==> src/rtl/regfile_pkg.sv <==
// ---------------------------------------------------------------------------
// regfile_pkg
// Definitions shared by the parameterised register file and its clear
// sequencer:
//   clr_state_e        - clear sequencer states (idle, clearing, done)
//   RESET_VAL_DEFAULT  - default contents of every register after reset/clear
// ---------------------------------------------------------------------------
package regfile_pkg;

   typedef enum logic [1:0] {
      ST_IDLE  = 2'd0,
      ST_CLEAR = 2'd1,
      ST_DONE  = 2'd2
   } clr_state_e;

   localparam int unsigned RESET_VAL_DEFAULT = 0;

endpackage : regfile_pkg

==> src/rtl/regfile_clr_seq.sv <==
// ---------------------------------------------------------------------------
// regfile_clr_seq
// Walks an index over every register of the file, one register per cycle,
// so the top can overwrite each one with its reset value.
//
// Ports:
//   clk       in   single clock, rising edge
//   rst_n     in   synchronous active-low reset
//   clr_req   in   one-cycle pulse that starts a clear (ignored while busy)
//   clr_busy  out  high for the whole sequence (CLEAR and DONE)
//   clr_we    out  high while the register at clr_idx is to be cleared
//   clr_idx   out  register currently being cleared
//
// A clear occupies DEPTH cycles in CLEAR plus one in DONE, so clr_busy is
// high for DEPTH+1 cycles after the edge that accepts clr_req.
// ---------------------------------------------------------------------------
module regfile_clr_seq
   import regfile_pkg::*;
#(
   parameter int DEPTH  = 16,
   parameter int ADDR_W = $clog2(DEPTH)
) (
   input  logic              clk,
   input  logic              rst_n,
   input  logic              clr_req,
   output logic              clr_busy,
   output logic              clr_we,
   output logic [ADDR_W-1:0] clr_idx
);

   localparam logic [ADDR_W-1:0] LAST_IDX = ADDR_W'(DEPTH - 1);

   clr_state_e        state;
   clr_state_e        state_next;
   logic [ADDR_W-1:0] idx;
   logic [ADDR_W-1:0] idx_next;

   // NOTE: state is updated with non-blocking assignments so that every
   // flop samples the values from before the edge, regardless of the order
   // in which the simulator evaluates blocks.
   always_ff @(posedge clk) begin
      if (!rst_n) begin
         state <= ST_IDLE;
         idx   <= '0;
      end else begin
         state <= state_next;
         idx   <= idx_next;
      end
   end

   // NOTE: every output of this block gets a default first; without it any
   // path that skips an assignment would infer a latch.
   always_comb begin
      state_next = state;
      idx_next   = idx;
      unique case (state)
         ST_IDLE: begin
            if (clr_req) begin
               state_next = ST_CLEAR;
               idx_next   = '0;
            end
         end
         ST_CLEAR: begin
            // DEPTH is a power of two, so the increment wraps back to zero
            // on the last register.
            idx_next = idx + 1'b1;
            if (idx == LAST_IDX) begin
               state_next = ST_DONE;
            end
         end
         ST_DONE: begin
            state_next = ST_IDLE;
         end
         default: begin
            state_next = ST_IDLE;
            idx_next   = '0;
         end
      endcase
   end

   // A request arriving in CLEAR or DONE falls through the case above
   // untouched, which is what makes a busy sequencer ignore it.
   assign clr_busy = (state != ST_IDLE);
   assign clr_we   = (state == ST_CLEAR);
   assign clr_idx  = idx;

endmodule : regfile_clr_seq

==> src/rtl/reg_file_param.sv <==
// ---------------------------------------------------------------------------
// reg_file_param
// Parameterised register file: one write port, two registered read ports
// sharing a read enable, write-first bypass, optional hard-wired zero
// register, and a sequenced clear of all registers to RESET_VAL.
//
// Ports:
//   clk                  in   single clock, rising edge
//   rst_n                in   synchronous active-low reset
//   rd_en                in   captures both read ports on the edge
//   rd_addr1, rd_addr2   in   read addresses
//   rd_data1, rd_data2   out  registered read data (1-cycle latency)
//   wr_en                in   write enable
//   wr_addr              in   write address
//   wr_data              in   write data
//   clr_req              in   one-cycle pulse requesting a full clear
//   clr_busy             out  high while the clear sequence runs
// ---------------------------------------------------------------------------
module reg_file_param
   import regfile_pkg::*;
#(
   parameter int              DATA_W    = 8,
   parameter int              DEPTH     = 16,
   parameter int              ADDR_W    = $clog2(DEPTH),
   parameter int              ZERO_R0   = 0,
   parameter logic [DATA_W-1:0] RESET_VAL = DATA_W'(RESET_VAL_DEFAULT)
) (
   input  logic              clk,
   input  logic              rst_n,
   input  logic              rd_en,
   input  logic [ADDR_W-1:0] rd_addr1,
   input  logic [ADDR_W-1:0] rd_addr2,
   output logic [DATA_W-1:0] rd_data1,
   output logic [DATA_W-1:0] rd_data2,
   input  logic              wr_en,
   input  logic [ADDR_W-1:0] wr_addr,
   input  logic [DATA_W-1:0] wr_data,
   input  logic              clr_req,
   output logic              clr_busy
);

   localparam bit HAS_ZERO_R0 = (ZERO_R0 != 0);

   logic [DATA_W-1:0] regs [DEPTH];

   logic              clr_we;
   logic [ADDR_W-1:0] clr_idx;
   logic              wr_fire;
   logic [DATA_W-1:0] rd_next1;
   logic [DATA_W-1:0] rd_next2;

   regfile_clr_seq #(
      .DEPTH  (DEPTH),
      .ADDR_W (ADDR_W)
   ) u_clr_seq (
      .clk      (clk),
      .rst_n    (rst_n),
      .clr_req  (clr_req),
      .clr_busy (clr_busy),
      .clr_we   (clr_we),
      .clr_idx  (clr_idx)
   );

   // A write really happens only when no clear is running or starting, and
   // never to a hard-wired zero register. The same qualified strobe drives
   // the bypass, so a dropped write can never leak onto a read port.
   assign wr_fire = wr_en && !clr_busy && !clr_req &&
                    !(HAS_ZERO_R0 && (wr_addr == '0));

   // Storage: reset beats clear beats write.
   // NOTE: every register is reset, so this array is built from flops, not
   // an inferred RAM; that is the price of defined contents after rst_n.
   always_ff @(posedge clk) begin
      if (!rst_n) begin
         for (int i = 0; i < DEPTH; i++) begin
            regs[i] <= RESET_VAL;
         end
      end else if (clr_we) begin
         regs[clr_idx] <= RESET_VAL;
      end else if (wr_fire) begin
         regs[wr_addr] <= wr_data;
      end
   end

   // Read-port selection: write-first bypass, then the zero-register override
   // so address 0 reads zero even when a (discarded) write targets it.
   always_comb begin
      rd_next1 = regs[rd_addr1];
      if (wr_fire && (rd_addr1 == wr_addr)) begin
         rd_next1 = wr_data;
      end
      if (HAS_ZERO_R0 && (rd_addr1 == '0)) begin
         rd_next1 = '0;
      end
   end

   always_comb begin
      rd_next2 = regs[rd_addr2];
      if (wr_fire && (rd_addr2 == wr_addr)) begin
         rd_next2 = wr_data;
      end
      if (HAS_ZERO_R0 && (rd_addr2 == '0)) begin
         rd_next2 = '0;
      end
   end

   // Read data resets to zero (not RESET_VAL) and holds while rd_en is low.
   always_ff @(posedge clk) begin
      if (!rst_n) begin
         rd_data1 <= '0;
         rd_data2 <= '0;
      end else if (rd_en) begin
         rd_data1 <= rd_next1;
         rd_data2 <= rd_next2;
      end
   end

endmodule : reg_file_param

==> config.mk <==
export PLATFORM = sky130hd
export DESIGN_NAME = reg_file_param
export DESIGN_NICKNAME = d
export VERILOG_FILES = /design/src/rtl/regfile_pkg.sv /design/src/rtl/regfile_clr_seq.sv /design/src/rtl/reg_file_param.sv
export SDC_FILE = /design/constraint.sdc
export NUM_CORES = 1
export LEC_CHECK = 0
export ABC_AREA = 1
export CORE_MARGIN = 2
export CORE_UTILIZATION = 45
export DETAILED_ROUTE_END_ITERATION = 8
export MAX_ROUTING_LAYER = met4
export PLACE_DENSITY_LB_ADDON = 0.3
export SLEW_MARGIN = 15
export SYNTH_ARGS = -nofsm -noshare
export SYNTH_HDL_FRONTEND = slang
export SYNTH_HIERARCHICAL = 1
export SYNTH_SLANG_ARGS = --single-unit
==> constraint.sdc <==
create_clock -name clk -period 6.19 [get_ports clk]
set_clock_uncertainty 0.05 [all_clocks]
set_input_delay 0.9285 -clock clk [delete_from_list [all_inputs] [get_ports clk]]
set_output_delay 0.9285 -clock clk [all_outputs]
set_load 0.005 [all_outputs]
# After elaboration in Yosys (flattened, before gate mapping)
# Memories as Yosys holds them, arrays and structs flattened. A register that Yosys moved wholly into a read port is not among the register bits.
# Index checks and enable logic that the tools add are counted.
dict set report totals {
  mem_bits_rw 128
  memories 1
  reg_bits 24
  inputBits 25
  output_inout_bits 17
}
# name depth word_bits read_ports rd_clocked_by_memory_dff wr line
set mem_list {}
lappend mem_list {regs 16 8 2 2 16 reg_file_param.sv:44} ;# logic [DATA_W-1:0] regs [DEPTH];
dict set report op_classes {
  muxes 21
  bitwise_logic 3
  n_eq_ne 7
  add_sub_neg 1
  reduce_logical 12
}
# operator count
set ops {}
lappend ops {{$mux 8} 4}
lappend ops {{$reduce_or 8->1} 2}
lappend ops {{$mux 4} 3}
lappend ops {{$pmux 4 s3} 1}
lappend ops {{$mux 1} 10}
lappend ops {{$eq 4x4->1} 2}
lappend ops {{$add 4x1->4 const B} 1}
lappend ops {{$eq 4x4->1 const B} 1}
lappend ops {{$logic_not 1->1} 4}
lappend ops {{$mux 2} 2}
lappend ops {{$pmux 2 s2} 1}
lappend ops {{$reduce_and 2->1} 2}
lappend ops {{$and 1x1->1} 2}
lappend ops {{$eq 2x1->1 const B} 1}
lappend ops {{$eq 2x2->1 const B} 1}
lappend ops {{$logic_and 1x1->1} 2}
lappend ops {{$logic_not 2->1} 1}
lappend ops {{$ne 2x1->1 const B} 1}
lappend ops {{$ne 2x2->1 const B} 1}
lappend ops {{$reduce_bool 2->1} 1}
lappend ops {{$not 1->1} 1}

# Logic depth before layout (Yosys ltp)
dict set report depth {
  word_depth 10
  mapped_depth 12
  mapped_depth_nobuf 12
}

# Hierarchy
# The synthesis kept the hierarchy.
# module cells_each seq_area_each_um2 area_per_inst_um2 n_inst
set by_module_without_submodules {}
lappend by_module_without_submodules {reg_file_param 1076 4164.0 8226.6 1}
lappend by_module_without_submodules {regfile_clr_seq 37 120.1 274.0 1}

# Least setup slack after synthesis
# No wires, ideal clock.
dict set report synth_path {
  path_kind {input to register}
  from {in rst_n}
  to {mem regs[4][0] (enable)}
  setup_time_ns 0.329
  setup_slack_ns 3.533
  required_ns 5.811
  path_stages 8
  arrival_ns 2.279
  cell_sequence {buf_2 -> nand4_4 -> inv_2 -> nand2_2 -> nand2_2 -> nor3b_4 -> nand2_4 -> nand2_1}
}
# element line
set synth_rtl {}
lappend synth_rtl {{from (decl)} reg_file_param.sv:29} ;# input logic rst_n,
lappend synth_rtl {{to (decl)} reg_file_param.sv:44}

==> run summary <==
IO Pins -> 42
Critical Path Sink -> regs[15][5]
syn avg cell area -> 7.64 um2
Vias -> 7701
clk_lat worst skew -> 430 ps
Reg2Reg Depth -> 10
Worst VDD drop -> 0.167 mV
initial antenna violation count -> 0
drt pass-1 iters -> 6
Yosys Warn Count -> 6
RR Startpoint -> u_clr_seq/state[1]
clock share of power -> 43.6%
area leader, netlist -> edfxtp_1
Rel. slew slack -> 19.4%
top cells by area, synth -> edfxtp_1, nand2_1, nand3_1
post-layout util -> 51.6%
max-cap violations -> 0
actual slew at the worst max-slew pin -> 1210 ps
Max Slew Vio Count -> 0
ys async rst share -> 0%
DR WL/cell -> 19.4 um
chip height -> 141 um
I/O Buffers -> 41
final hold violation count -> 0
clk root buf -> clkbuf_16
pre-CTS setup slack -> 2350 ps
first-pass GRT wire length -> 39300 um
Placer Congestion -> 0.970
Setup crit start -> rst_n
TNS Setup -> 0 ps
dpl hpwl -> 17200 um
layout cells sized above 1 -> 5.24%
Fin Hold WS -> 471 ps
post-synthesis sequential area ratio -> 50.4%
clk slew on worst S/H paths -> 60 ps
drt total wl -> 26400 um
fillcell total -> 1728
Post-Synthesis Cells -> 1113
vias per inst -> 5.66
Initial Utilization -> 45.6%
NumNets Final -> 1139
largest net degree at the start of global routing -> 98
vias in the first global route -> 6904
synthesized flop and latch total -> 150
Die Area -> 20000 um2
Pint -> 1.97 mW
syn nets -> 1139
Yosys cell types -> 28
hold path depth -> 2
Bufs on Longest Clock Path -> 2
RSZ-0062 raised after global routing -> false
Final Instance Count excl. Fillers -> 1360
Reg area -> 4280 um2
Syn Std Cell Area -> 8500 um2
Logic pwr share -> 12.1%
P_sw -> 0.636 mW
status -> finished, final reports clean
post-cts gate resize count -> 0
Tmin final -> 3510 ps
Setup violations, final -> 0
number of routed nets with antenna violations -> 0
Register-to-Register Setup Slack -> 3400 ps
CP Capture Type -> flip-flop
CTS buffer count -> 17
Synth-to-Final Area Change -> 13.2%
Post-synth EDFFs -> 128
HP Class -> reg2reg
critical path class -> in2reg
total gr overflow -> 0
GRT Util Overall -> 27.3%
sequential share of power -> 44.3%
CP Max Fanout -> 35
num rows -> 50
Post-synth top flop -> edfxtp_1
Max Clk Rate -> 0.285 GHz
Leak Pwr -> 3.99 nW
Critical Path RT -> 6240 ps
TritonCTS clock tree -> done
most frequent cell after synthesis -> nand2_1
DR iter-0 viols -> 1002
H-tree levels -> 4
Synth top area share -> 45.2%
RR Endpoint -> regs[15][5]
core area -> 18600 um2
crit path DAT -> 3560 ps
critical path launch point type -> input pin
number of clock sinks -> 150
P per Cell Area -> 271 nW/um2
Tcrit/Tclk final -> 56.7%
DIE WIDTH -> 141 um
Post-CTS Setup Repair Bufs -> 0
Synth top cells by count -> nand2_1, nand3_1, nor2_1, inv_1, edfxtp_1
Multi-input gate area -> 3460 um2
Sw Share -> 24.4%
hold-fix buffers at CTS -> 0
final worst slack -> 2680 ps
Diodes inserted -> 0
placed insts -> 1328
DR DRC count -> 0
-- through the flow --
| step | area [um2] | power (mW) |
|---|---|---|
| 2_1_floorplan | 8500 | 1.37 |
| 3_3_place_gp | 8980 | 1.48 |
| 3_5_place_dp | 8980 | 1.48 |
| 4_1_cts | 9630 | 2.60 |
| 5_1_grt | 9630 | 2.68 |
| 6_report | 9630 | 2.61 |
-- cell families after synthesis --
family / after synthesis / share of synthesized area (%)
compound gates: 115 / 7.79
fa+ha+maj: 1 / 0.147
simple gates: 641 / 32.1
flops: 150 / 50.4
buf+inv: 200 / 8.93
xor+xnor: 6 / 0.618
-- placed cells by master (no fill, tap or decap), types with 7 or more instances in the layout --
master             n
a21oi_1           45
nand3_1          174
o21ai_0           35
nand2_1          276
nor2_1           167
inv_1            133
clkbuf_16         17
edfxtp_1         128
dfxtp_1           22
o211ai_1          30
clkdlybuf4s50_1   39
nand2_2            7
-- layout make-up --
cell class	count	share of cell area, %
Timing Repair Buffer	47	4.63
Clock inverter	9	1.82
Tap cell	234	3.04
Inverter	134	5.23
Multi-Input combinational cell	763	35.9
Sequential cell	150	44.5
Clock buffer	23	4.86
-- state kept, by name (all words and copies together) (netlist names) --
register           count
u_clr_seq/clr_idx      4
regs                 128
u_clr_seq/state        2
rd_data1               8
rd_data2               8
-- worst max-delay path: stages --
cell and delay, ps:
clkdlybuf4s50_1 460, buf_4 430, nand4_4 230, o21ai_1 270
inv_1 120, nor2_2 390, nand2_1 360, nand2_1 360
-- power groups by stage --
stage | Combinational [mW] | Sequential (mW) | Clock (mW)
2_1_floorplan | 0.197 | 1.17 | 0
3_3_place_gp | 0.301 | 1.17 | 0
3_5_place_dp | 0.303 | 1.18 | 0
4_1_cts | 0.305 | 1.15 | 1.14
5_1_grt | 0.339 | 1.16 | 1.18
6_report | 0.314 | 1.15 | 1.14
-- metal layers --
metal  vias to the layer above  routed length (um)  global-route usage [%]
met5                         -                   0                       -
met4                         0                1310                    15.0
met3                        87                2530                    5.53
met2                       478               11600                    40.0
met1                      3515               11000                    35.5
li1                       3621                   -                       -
-- worst min-delay path by stage --
| stage | from | end | slack (ps) |
|---|---|---|---|
| floorplan | u_clr_seq/clr_idx[3] | u_clr_seq/clr_idx[3] | 420 |
| global placement | rd_data1[0] | rd_data1[0] | 460 |
| detailed placement | rd_data1[0] | rd_data1[0] | 460 |
| CTS | rd_data1[0] | rd_data1[0] | 480 |
| global route | rd_data1[2] | rd_data1[2] | 490 |
| finish | rd_data1[0] | rd_data1[0] | 470 |
(Power assumes the default switching activity.)
